### src/rtl/shift8_ctrl.sv
// rtl/shift8_ctrl.sv - 8-bit shift/rotate controller driving a 4:1-mux shifter register
// Define SHIFT8_ROTATE_EN to make op 11 rotate left; otherwise op 11 loads and reports err.
module shift8_ctrl (
  input  logic       clk,
  input  logic       reset,
  input  logic       cmd_valid,
  output logic       cmd_ready,
  input  logic [1:0] cmd_op,
  input  logic [2:0] cmd_amt,
  input  logic [7:0] cmd_data,
  output logic [1:0] sel,
  output logic [7:0] q,
  output logic       busy,
  output logic       done,
  output logic       err
);

  typedef enum logic [1:0] {IDLE, SHIFT, DONE} state_t;

  localparam logic [1:0] OP_LSL = 2'b00;
  localparam logic [1:0] OP_LSR = 2'b01;
  localparam logic [1:0] OP_ASR = 2'b10;
  localparam logic [1:0] OP_ROL = 2'b11;

  localparam logic [1:0] SEL_HOLD  = 2'b00;
  localparam logic [1:0] SEL_LOAD  = 2'b01;
  localparam logic [1:0] SEL_LEFT  = 2'b10;
  localparam logic [1:0] SEL_RIGHT = 2'b11;

  state_t     state, state_nxt;
  logic [1:0] op_r;
  logic [2:0] cnt;
  logic [7:0] q_shift;
  logic       accept;
  logic       rol_reject;

  assign cmd_ready = (state == IDLE);
  assign busy      = (state != IDLE);
  assign done      = (state == DONE);
  // Reset wins over an accept in the same cycle, so sel never shows LOAD then.
  assign accept    = cmd_valid && cmd_ready && !reset;

`ifdef SHIFT8_ROTATE_EN
  assign rol_reject = 1'b0;
  assign err        = 1'b0;
`else
  logic err_r;
  assign rol_reject = (cmd_op == OP_ROL);
  assign err        = done && err_r;
`endif

  always_comb begin
    state_nxt = state;
    sel       = SEL_HOLD;
    case (state)
      IDLE: begin
        if (accept) begin
          sel = SEL_LOAD;
          if (rol_reject || cmd_amt == 3'd0) state_nxt = DONE;
          else                               state_nxt = SHIFT;
        end
      end
      SHIFT: begin
        sel = (op_r == OP_LSR || op_r == OP_ASR) ? SEL_RIGHT : SEL_LEFT;
        if (cnt == 3'd1) state_nxt = DONE;
      end
      DONE:    state_nxt = IDLE;
      default: state_nxt = IDLE;
    endcase
  end

  always_comb begin
    q_shift = q;
    case (op_r)
      OP_LSL:  q_shift = {q[6:0], 1'b0};
      OP_LSR:  q_shift = {1'b0, q[7:1]};
      OP_ASR:  q_shift = {q[7], q[7:1]};
      OP_ROL:  q_shift = {q[6:0], q[7]};
      default: q_shift = q;
    endcase
  end

  always_ff @(posedge clk) begin
    if (reset) begin
      state <= IDLE;
      q     <= 8'h00;
      op_r  <= OP_LSL;
      cnt   <= 3'd0;
`ifndef SHIFT8_ROTATE_EN
      err_r <= 1'b0;
`endif
    end else begin
      state <= state_nxt;
      case (sel)
        SEL_LOAD: begin
          q    <= cmd_data;
          op_r <= cmd_op;
          cnt  <= cmd_amt;
`ifndef SHIFT8_ROTATE_EN
          err_r <= rol_reject;
`endif
        end
        SEL_LEFT, SEL_RIGHT: begin
          q   <= q_shift;
          cnt <= cnt - 3'd1;
        end
        default: ;
      endcase
    end
  end

endmodule

### config.mk
export PLATFORM = sky130hd
export DESIGN_NAME = shift8_ctrl
export DESIGN_NICKNAME = d
export VERILOG_FILES = /design/src/rtl/shift8_ctrl.sv
export SDC_FILE = /design/constraint.sdc
export NUM_CORES = 1
export LEC_CHECK = 0
export ABC_CLOCK_PERIOD_IN_PS = 4700
export CAP_MARGIN = 20
export CORE_MARGIN = 2
export CORE_UTILIZATION = 48
export DETAILED_ROUTE_END_ITERATION = 8
export HOLD_SLACK_MARGIN = 0.08
export PLACE_DENSITY = 0.83
export SETUP_SLACK_MARGIN = 0.15
export SYNTH_ARGS = -nofsm -noshare
export SYNTH_HDL_FRONTEND = slang
export SYNTH_SLANG_ARGS = --single-unit
### constraint.sdc
create_clock -name clk -period 4.7 [get_ports clk]
set_input_delay 1.175 -clock clk [delete_from_list [all_inputs] [get_ports clk]]
set_output_delay 1.175 -clock clk [all_outputs]
set_load 0.05 [all_outputs]
### Word-level counts from Yosys, hierarchy flattened

Index checks and enable logic that the tools add are counted.

| operators by class | value |
|---|---|
| add/sub/neg operators | 1 |
| eq/ne operators | 13 |
| muxes and demuxes | 10 |
| reductions and logical operators | 14 |

Operators by type and width:

| operator | count |
|---|---|
| case mux 8 bit (4 select lines) | 1 |
| case mux 8 bit (2 select lines) | 1 |
| equality test 2 bit (second input constant) | 6 |
| case mux 2 bit (2 select lines) | 2 |
| equality test 2 x 1 -> 1 bit (second input constant) | 3 |
| two-way mux 2 bit | 3 |
| case mux 3 bit (2 select lines) | 1 |
| zero test 2 bit | 2 |
| inequality test 2 bit (second input constant) | 2 |
| AND reduction 2 bit | 2 |
| nonzero test 2 bit | 2 |
| equality test 3 x 1 -> 1 bit (second input constant) | 1 |
| logical AND 1 bit | 3 |
| zero test 3 bit | 1 |
| subtractor 3 x 1 -> 3 bit (second input constant) | 1 |
| logical OR 1 bit | 2 |
| two-way mux 1 bit | 2 |
| inequality test 2 x 1 -> 1 bit (second input constant) | 1 |
| OR reduction 2 bit | 1 |
| zero test 1 bit | 1 |

| storage, ports and cells | value |
|---|---|
| flip-flop bits (word level) | 16 |
| bits of input ports | 16 |
| output and inout port bits | 14 |

### Logic depth before layout (Yosys ltp)

Gate-level depths: netlist of run 1.

| depth | value |
|---|---|
| depth in word-level cells | 9 |
| mapped depth | 6 |
| depth with buffers taken out | 5 |

### Least setup slack after synthesis of run 1

No wires, ideal clock.

| timing path | value |
|---|---|
| path kind | input to output |
| start | in reset |
| end | out sel[0] |
| arrival time | 2.122 ns |
| setup slack | 1.403 ns |
| stages | 3 |
| path buffers | 1 |
| cell sequence | or4b_1 buf_2 nand2_1 |

| between the ends | value |
|---|---|
| word-level cells in the longest chain between the ends | 4 |

Ends and longest elaborated chain:

| element | RTL line | RTL |
|---|---|---|
| start, declared | 5 | `input logic reset,` |
| zero test 1 bit | 41 | `assign accept = cmd_valid && cmd_ready && !reset;` |
| logical AND 1 bit | 41 |  |
| two-way mux 1 bit | 57 | `if (accept) begin` |
| case mux 2 bit (2 select lines) | 55 | `case (state)` |
| end, declared | 11 | `output logic [1:0] sel,` |

No other way between the ends.

### Worst setup path after layout of run 1

Ends and elaborated chain as after synthesis.

==> metrics.md, run 1 <==
| Metric | Value |
|---|---|
| Status | `completed` |
| Hold EP | `err_r` |
| Pleak | `0.473 nW` |
| Pwr per Cell Area | `308 nW/µm²` |
| H-Tree Depth | `1` |
| Hold_buf cts | `0` |
| Comb power frac | `33.5%` |
| Hold WS | `0.484 ns` |
| Layout area overhead | `33.3%` |
| Worst r2r path cells | `3` |
| HP Class | `reg -> reg` |
| IO buf count | `29` |
| Cells after Synth | `112` |
| N_diodes | `0` |
| 1st-iter DRT viols | `26` |
| Max-slew violation count | `0` |
| Postcts setup bufs | `0` |
| # setup viols final | `0` |
| Post-layout net count | `159` |
| CP Data Arrival Time | `2.83 ns` |
| Crit Path Max Fanout | `13` |
| Initial Utilization | `52.5%` |
| CTS Buffer Depth | `2` |
| CP required | `3.52 ns` |
| Avg Inst Size Synth | `8.36 µm²` |
| Startpoint types | `primary input` |
| Final hold vios | `0` |
| DRC | `0` |
| Clock insertion delay at the later pin of the skew report | `0.29 ns` |
| Seq. cell area | `320 µm²` |
| Vias in the first global route | `870` |
| Yosys cell types | `31` |
| Async set-reset flop share out of synthesis | `0%` |
| Initial antenna violation count | `0` |
| Vias per cell | `5.68` |
| TritonCTS clock tree | `built` |
| Row count | `15` |
| Finished Cell Area | `1250 µm²` |
| IR drop worst, VDD | `0.000176 V` |
| Final clock skew | `0.00323 ns` |
| FF+latch count, synth | `16` |
| Chip width | `48.2 µm` |
| Period minus WS final | `4.00 ns` |
| # fillers | `148` |
| Number of buffers created by CTS | `3` |
| Clock-pin slew on the worst setup and hold paths | `0.09 ns` |
| Cts repair resizes | `0` |
| Tot GR Track Use | `22.7%` |
| Routed len/inst | `14.2 µm` |
| Unrepaired setup endpoints after global routing | `false` |
| R2R Path Start | `state[0]` |
| F_max | `250 MHz` |
| Hold Crit Depth | `2` |
| IO Count | `30` |
| Reg-to-reg endpoint | `state[0]` |
| Crit Path Class | `in -> out` |
| Type of element capturing the critical path | `output pin` |
| Root Driver | `clkbuf_4` |
| Switch share | `35.5%` |
| Top cells by area, synth | `dfxtp_1 (34%), ha_1 (8.0%), a221oi_1 (6.6%)` |
| Worst hold start | `err_r` |
| Clock sink total | `16` |
| Die height | `48.2 µm` |
| Gr ovfl total | `0` |
| Dpl hpwl | `1.69 mm` |
| Total vias in the final route | `914` |
| Net load switching power | `137 µW` |
| Post-synth top area cell | `dfxtp_1` |
| Sequential fraction of design power | `42.4%` |
| Final period util | `85.2%` |
| Core Footprint | `1780 µm²` |
| Die area | `2320 µm²` |
| Global-route wire length before repair | `3.62 mm` |
| Multi-input logic area | `523 µm²` |
| Setup TNS | `0 ns` |
| Worst Tran Pin Value | `0.721 ns` |
| DRT Pass-1 Iters | `4` |
| Drt total wl | `2.28 mm` |
| Final Wtd Congestion | `0.839` |
| EDFF count, synth | `0` |
| Total internal power | `248 µW` |
| Clock share of power | `24.0%` |
| Max_cap viols | `0` |
| YS warnings | `0` |
| R2r setup slk | `2.97 ns` |
| Post-synth top flop | `dfxtp_1` |
| Placed inst area | `1210 µm²` |
| Post-synth top area share | `34.2%` |
| Syn_nets | `134` |
| Commonest cells in the netlist | `dfxtp_1 (16), inv_1 (13), a21oi_1 (11)` |
| Ratio of cells with drive above 1 in the final layout | `8.09%` |
| Antenna Nets Post-Route | `0` |
| Largest net degree at the start of global routing | `17` |
| Register area share after synthesis | `34.2%` |
| Top-count cell post-synth | `dfxtp_1` |
| Total Power | `384 µW` |
| Syn Std Cell Area | `936 µm²` |
| Rel. slew slack | `51.8%` |
==> per-stage QoR <==
step | setup slack (ns) | std cells | utilization [%]
2_1_floorplan | 1.40 | 112 | -
3_3_place_gp | 0.772 | 157 | 67.9
3_5_place_dp | 0.715 | 157 | 67.9
4_1_cts | 0.718 | 161 | 70.0
5_1_grt | 0.636 | 161 | 70.0
6_report | 0.698 | 161 | 70.0
==> power by group through the flow <==
stage               Clock, mW  Combinational [mW]  Sequential [mW]
global route            0.102               0.139            0.165
detailed placement          0               0.129            0.166
finish                 0.0923               0.129            0.163
global placement            0               0.126            0.165
CTS                    0.0934               0.129            0.163
floorplan                   0              0.0634            0.187
==> worst max-delay path: stages <==
cell and delay, ns:
clkdlybuf4s50_1 0.63, or4b_1 0.71, nand2_1 0.11, buf_4 0.20
==> final cells by class <==
| type | count | share of cell area, % |
|---|---|---|
| clock buffers | 4 | 2.91 |
| repair buffers | 29 | 23.1 |
| flip-flops and latches | 16 | 25.7 |
| inverters | 13 | 3.91 |
| well taps | 25 | 2.51 |
| multi-input cells | 74 | 41.9 |
==> placed cells by master, fill, tap and decap left out, types with 3 or more instances in the layout <==
cell	Yosys	final
clkdlybuf4s50_1	0	28
dfxtp_1	16	16
inv_1	13	13
a21oi_1	11	11
nand2_1	10	10
a221oi_1	7	7
o32ai_1	7	7
ha_1	6	6
nor2b_1	5	5
or2_2	3	3
clkbuf_4	0	3
==> state kept, by name (all words and copies together) (netlist names) <==
name	count
cnt	3
err_r	1
op_r	2
q	8
state	2
==> per-layer routing <==
| layer | share of wire [%] | vias to the layer above | track usage [%] |
|---|---|---|---|
| met4 | 2.7 | 0 | 14.1 |
| met1 | 44 | 419 | 26.7 |
| li1 | - | 456 | - |
| met5 | 0 | - | 0 |
| met3 | 5.5 | 7 | 3.33 |
| met2 | 48 | 32 | 38.4 |
==> cells by family after synthesis <==
| logic type | after synthesis | share of synthesized area (%) |
|---|---|---|
| compound gates | 37 | 29.1 |
| fa+ha+maj | 6 | 8.02 |
| buf+inv | 22 | 9.89 |
| flops | 16 | 34.2 |
| simple gates | 31 | 18.7 |
==> how the worst max path moves through the flow <==
| stage | from | to | slack, ns | depth (start not counted) |
|---|---|---|---|---|
| 2_1_floorplan | reset | sel[0] | 1.40 | 3 |
| 3_3_place_gp | cmd_valid | sel[0] | 0.77 | 4 |
| 6_report | reset | sel[0] | 0.70 | 4 |
| 5_1_grt | cmd_valid | sel[0] | 0.64 | 4 |
| 3_5_place_dp | cmd_valid | sel[0] | 0.72 | 4 |
| 4_1_cts | cmd_valid | sel[0] | 0.72 | 4 |
(Power assumes the default switching activity.)
==> inputs of run 2 (changes only) <==
--- a/config.mk
+++ b/config.mk
@@ -7,7 +7,7 @@
 export LEC_CHECK = 0
 export ABC_CLOCK_PERIOD_IN_PS = 4700
 export CAP_MARGIN = 20
-export CORE_MARGIN = 2
+export CORE_MARGIN = 3
 export CORE_UTILIZATION = 48
 export DETAILED_ROUTE_END_ITERATION = 8
 export HOLD_SLACK_MARGIN = 0.08
==> metrics.md, run 2 (synthesis results as in run 1) <==
| Metric | Value |
|---|---|
| Status | `completed (unchanged)` |
| # setup viols final | `0 (unchanged)` |
| Worst r2r path cells | `3 (unchanged)` |
| 1st-iter DRT viols | `28 (was 26)` |
| F_max | `252 MHz (was 250 MHz)` |
| R2r setup slk | `2.98 ns (was 2.97 ns)` |
| N_diodes | `0 (unchanged)` |
| Hold_buf cts | `0 (unchanged)` |
| Rel. slew slack | `52.2% (was 51.8%)` |
| Top flop regs | `q (8), cnt (3) (unchanged)` |
| Gr ovfl total | `0 (unchanged)` |
| Total vias in the final route | `929 (was 914)` |
| Layout area overhead | `33.3% (unchanged)` |
| Reg-to-reg endpoint | `state[0] (unchanged)` |
| Clock insertion delay at the later pin of the skew report | `0.29 ns (about the same)` |
| Initial antenna violation count | `0 (unchanged)` |
| GR Util met3 | `3.56% (was 3.33%)` |
| Hold WS | `0.483 ns (was 0.484 ns)` |
| Antenna Nets Post-Route | `0 (unchanged)` |
| Number of flip-flops in the largest register | `8 (unchanged)` |
| HP Class | `reg -> reg (unchanged)` |
| Final hold vios | `0 (unchanged)` |
| Root Driver | `clkbuf_4 (unchanged)` |
| IO Count | `30 (unchanged)` |
| TritonCTS clock tree | `built (unchanged)` |
| Dpl hpwl | `1.75 mm (was 1.69 mm)` |
| Pleak | `0.473 nW (unchanged)` |
| Clock sink total | `16 (unchanged)` |
| Type of element capturing the critical path | `output pin (unchanged)` |
| CTS Buffer Depth | `2 (unchanged)` |
| Max_cap viols | `0 (unchanged)` |
| Largest net degree at the start of global routing | `17 (unchanged)` |
| IR drop worst, VDD | `0.000193 V (was 0.000176 V)` |
| Hold EP | `err_r (unchanged)` |
| CP required | `3.52 ns (about the same)` |
| Clock-pin slew on the worst setup and hold paths | `0.10 ns (was 0.09 ns)` |
| M2 GR Usage | `35.9% (was 38.4%)` |
| Chip width | `50.2 µm (was 48.2 µm)` |
| Core Footprint | `1780 µm² (unchanged)` |
| Initial Utilization | `52.5% (unchanged)` |
| IO buf count | `29 (unchanged)` |
| Worst Tran Pin Value | `0.715 ns (was 0.721 ns)` |
| Ratio of cells with drive above 1 in the final layout | `8.09% (unchanged)` |
| Top reg by flops | `q (unchanged)` |
| Global-route wire length before repair | `3.84 mm (was 3.62 mm)` |
| DRC | `0 (unchanged)` |
| H-Tree Depth | `1 (unchanged)` |
| CP Data Arrival Time | `2.80 ns (was 2.83 ns)` |
| Worst hold start | `err_r (unchanged)` |
| Period minus WS final | `3.97 ns (was 4.00 ns)` |
| Crit Path Class | `in -> out (unchanged)` |
| Die height | `50.2 µm (was 48.2 µm)` |
| Max-slew violation count | `0 (unchanged)` |
| Post-layout net count | `159 (unchanged)` |
| R2R Path Start | `state[0] (unchanged)` |
| Most frequent cells in the layout | `clkdlybuf4s50_1 (28), dfxtp_1 (16), inv_1 (13) (unchanged)` |
| Vias in the first global route | `879 (was 870)` |
| Total Power | `384 µW (about the same)` |
| Setup TNS | `0 ns (unchanged)` |
| Die area | `2520 µm² (was 2320 µm²)` |
| Routed len/inst | `14.4 µm (was 14.2 µm)` |
| Startpoint types | `primary input (unchanged)` |
| Final period util | `84.5% (was 85.2%)` |
| Hold Crit Depth | `2 (unchanged)` |
| Postcts setup bufs | `0 (unchanged)` |
| Number of buffers created by CTS | `3 (unchanged)` |
| Row count | `15 (unchanged)` |
| Unrepaired setup endpoints after global routing | `false (unchanged)` |
| Met1 Track Usage GR | `22.2% (was 26.7%)` |
| Crit Path Max Fanout | `12 (was 13)` |
| Cts repair resizes | `0 (unchanged)` |
| Vias per cell | `5.77 (was 5.68)` |
| Final clock skew | `0.00472 ns (was 0.00323 ns)` |
| Top Usage Layer GRT | `met2 (unchanged)` |
| Final Wtd Congestion | `0.801 (was 0.839)` |
| Pwr per Cell Area | `308 nW/µm² (about the same)` |
| Most common cell after layout, fill and taps aside | `clkdlybuf4s50_1 (unchanged)` |
| Tot GR Track Use | `19.4% (was 22.7%)` |
| DRT Pass-1 Iters | `4 (unchanged)` |
| Drt total wl | `2.32 mm (was 2.28 mm)` |
-- run 2: worst max-delay path: stages --
cell	delay, ns
clkdlybuf4s50_1	0.70
or4b_1	0.61
nand2_1	0.11
buf_4	0.20
-- run 2: power breakdown --
| part | internal (mW) | total, mW | switching, mW |
|---|---|---|---|
| Sequential | 0.148 | 0.163 | 0.0144 |
| Clock | 0.0472 | 0.0922 | 0.0450 |
| Combinational | 0.0520 | 0.129 | 0.0772 |
| Total | 0.248 | 0.384 | 0.137 |
-- run 2: how the worst max path moves through the flow --
stage,from,end,slack [ns],depth (start not counted)
final,cmd_valid,sel[0],0.73,4
after global routing,cmd_valid,sel[0],0.66,4
after CTS,cmd_valid,sel[0],0.73,4
after detailed placement,reset,sel[0],0.73,4
after global placement,cmd_valid,sel[0],0.75,4
after floorplan,reset,sel[0],1.40,3
-- run 2: through the flow --
stage	cell area [µm²]	cells	setup WS (ns)	utilization, %
5_1_grt	1250	161	0.662	70.0
3_3_place_gp	1210	157	0.750	67.9
4_1_cts	1250	161	0.730	70.0
6_report	1250	161	0.727	70.0
3_5_place_dp	1210	157	0.732	67.9
2_1_floorplan	936	112	1.40	-
-- run 2: layer usage --
layer | vias to the layer above | wire [µm]
met5 | - | 0
met3 | 5 | 123
met4 | 0 | 35
met1 | 438 | 996
met2 | 30 | 1170
li1 | 456 | -
-- run 2: cell type report --
cell class                 instances  area (µm²)
multi-input combinational         74         523
sequential                        16         320
tap                               25        31.3
fill                             156         536
clock buffer                       4        36.3
inverter                          13        48.8
timing repair buffer              29         288
==> inputs of run 3 (changes only) <==
--- a/config.mk
+++ b/config.mk
@@ -5,13 +5,13 @@
 export SDC_FILE = /design/constraint.sdc
 export NUM_CORES = 1
 export LEC_CHECK = 0
-export ABC_CLOCK_PERIOD_IN_PS = 4700
+export ABC_CLOCK_PERIOD_IN_PS = 3230
 export CAP_MARGIN = 20
 export CORE_MARGIN = 3
-export CORE_UTILIZATION = 48
+export CORE_UTILIZATION = 40
 export DETAILED_ROUTE_END_ITERATION = 8
 export HOLD_SLACK_MARGIN = 0.08
-export PLACE_DENSITY = 0.83
+export PLACE_DENSITY = 0.74
 export SETUP_SLACK_MARGIN = 0.15
 export SYNTH_ARGS = -nofsm -noshare
 export SYNTH_HDL_FRONTEND = slang
==> constraint.sdc (replaced) <==
create_clock -name clk -period 3.23 [get_ports clk]
set_input_delay 0.8075 -clock clk [delete_from_list [all_inputs] [get_ports clk]]
set_output_delay 0.8075 -clock clk [all_outputs]
set_load 0.05 [all_outputs]
==> metrics.md, run 3 (synthesis results as in run 1) <==
| Metric | Value |
|---|---|
| Status | `completed (unchanged)` |
| Initial Utilization | `45.0% (was 52.5%)` |
| Final hold vios | `0 (unchanged)` |
| Tot GR Track Use | `16.8% (was 19.4%)` |
| CP cell instances | `nand2b_1 -> inv_1 -> clkdlybuf4s50_1 (was clkdlybuf4s50_1 -> or4b_1 -> nand2_1 -> buf_4)` |
| Vias in the first global route | `872 (was 879)` |
| Number of flip-flops in the largest register | `8 (unchanged)` |
| Crit Path Class | `reg -> out (was in -> out)` |
| Global-route wire length before repair | `3.68 mm (was 3.84 mm)` |
| Ratio of cells with drive above 1 in the final layout | `10.7% (was 8.09%)` |
| Root Driver | `clkbuf_4 (unchanged)` |
| Top delay family on crit path | `buffers and inverters (unchanged)` |
| Chip width | `54.4 µm (was 50.2 µm)` |
| Initial antenna violation count | `0 (unchanged)` |
| Antenna Nets Post-Route | `0 (unchanged)` |
| Number of buffers created by CTS | `3 (unchanged)` |
| # setup viols final | `0 (unchanged)` |
| IR drop worst, VDD | `0.000233 V (was 0.000193 V)` |
| Most frequent cells in the layout | `clkdlybuf4s50_1 (28), dfxtp_1 (16), inv_1 (13) (unchanged)` |
| Delay of the slowest critical-path stage | `0.83 ns (was 0.70 ns)` |
| Die height | `54.4 µm (was 50.2 µm)` |
| Clock-pin slew on the worst setup and hold paths | `0.09 ns (was 0.10 ns)` |
| H-Tree Depth | `1 (unchanged)` |
| Total vias in the final route | `909 (was 929)` |
| Post-layout net count | `163 (was 159)` |
| Postcts setup bufs | `0 (unchanged)` |
| Core Footprint | `2080 µm² (was 1780 µm²)` |
| Startpoint types | `flop (was primary input)` |
| Buf/Inv on CP | `2 (unchanged)` |
| Final period util | `89.4%` |
| F_max | `346 MHz` |
| Type of element capturing the critical path | `output pin (unchanged)` |
| IO Count | `30 (unchanged)` |
| Top reg by flops | `q (unchanged)` |
| Final clock skew | `0.00460 ns (was 0.00472 ns)` |
| Hold WS | `0.464 ns (was 0.483 ns)` |
| Highest-delay cell along the critical path | `clkdlybuf4s50_1 (unchanged)` |
| Worst Tran Pin Value | `0.689 ns (was 0.715 ns)` |
| DRC | `0 (unchanged)` |
| CTS Buffer Depth | `2 (unchanged)` |
| CP required | `2.42 ns (was 3.52 ns)` |
| Largest net degree at the start of global routing | `17 (unchanged)` |
| HP Class | `reg -> reg (unchanged)` |
| Row count | `16 (was 15)` |
| Clock sink total | `16 (unchanged)` |
| Placed inst area | `1260 µm² (was 1210 µm²)` |
| Unrepaired setup endpoints after global routing | `false (unchanged)` |
| Top Usage Layer GRT | `met2 (unchanged)` |
| GR Util met3 | `2.72% (was 3.56%)` |
| Total Power | `565 µW (was 384 µW)` |
| # fillers | `189 (was 156)` |
| Pleak | `0.495 nW (was 0.473 nW)` |
| Vias per cell | `5.44 (was 5.77)` |
| Die area | `2960 µm² (was 2520 µm²)` |
| Met1 Track Usage GR | `19.9% (was 22.2%)` |
| Final Wtd Congestion | `0.805 (was 0.801)` |
| Top flop regs | `q (8), cnt (3) (unchanged)` |
| Cts repair resizes | `0 (unchanged)` |
| 1st-iter DRT viols | `7 (was 28)` |
| Most common cell after layout, fill and taps aside | `clkdlybuf4s50_1 (unchanged)` |
| Hold_buf cts | `0 (unchanged)` |
| Crit Path Max Fanout | `16 (was 12)` |
| IO buf count | `29 (unchanged)` |
| Layout area overhead | `38.1% (was 33.3%)` |
| Gr ovfl total | `0 (unchanged)` |
| Pwr per Cell Area | `437 nW/µm² (was 308 nW/µm²)` |
| Max_cap viols | `0 (unchanged)` |
| Max-slew violation count | `0 (unchanged)` |
| N_diodes | `0 (unchanged)` |
| Dpl hpwl | `1.72 mm (was 1.75 mm)` |
| Period minus WS final | `2.89 ns` |
| Setup TNS | `0 ns (unchanged)` |
| Finished Cell Area | `1290 µm² (was 1250 µm²)` |
| CP Data Arrival Time | `2.08 ns (was 2.80 ns)` |
| DRT Pass-1 Iters | `4 (unchanged)` |
| Clock insertion delay at the later pin of the skew report | `0.29 ns (about the same)` |
| Routed len/inst | `13.1 µm (was 14.4 µm)` |
| Drt total wl | `2.19 mm (was 2.32 mm)` |
| Rel. slew slack | `54.0% (was 52.2%)` |
| TritonCTS clock tree | `built (unchanged)` |
| M2 GR Usage | `30.1% (was 35.9%)` |
run 3: cell type report:
type	instances	area [µm²]	share of cell area (%)
tap	27	33.8	2.61
timing repair buffer	33	330	25.6
sequential	16	320	24.8
multi-input combinational	74	523	40.5
inverter	13	48.8	3.78
clock buffer	4	36.3	2.81
run 3: worst paths after layout:
path	start	endpoint	slack, ns	depth (start not counted)
worst max-delay path	state[0]	sel[1]	0.34	3
worst min-delay path	err_r	err_r	0.46	2
worst max register to register	state[0]	state[0]	1.49	4
worst min register to register	err_r	err_r	0.46	2
run 3: report_power, final:
| part | total, mW | switching [mW] | leakage [nW] | internal, mW |
|---|---|---|---|---|
| registers | 0.237 | 0.0209 | 0.132 | 0.216 |
| logic | 0.194 | 0.111 | 0.342 | 0.0822 |
| clock network | 0.135 | 0.0659 | 0.0210 | 0.0686 |
run 3: routing by layer:
metal,share of wire (%),vias to the layer above
met2,51,29
met3,6.2,0
met5,0,-
met1,43,417
met4,0,0
li1,-,463
run 3: worst reg2reg max path: cells and delay by family, from the launching register on:
kind / cells / cell delay, ns
AND/OR/NAND/NOR: 2 / 0.77
flip-flops: 1 / 0.49
AO/OA/AOI/OAI: 1 / 0.25
buffers and inverters: 1 / 0.18
run 3: per-stage QoR:
stage	worst slack [ns]	utilization, %	cells
2_1_floorplan	0.668	-	112
3_3_place_gp	0.394	60.3	163
3_5_place_dp	0.381	60.3	163
4_1_cts	0.342	62.1	167
5_1_grt	0.185	62.1	167
6_report	0.341	62.1	167
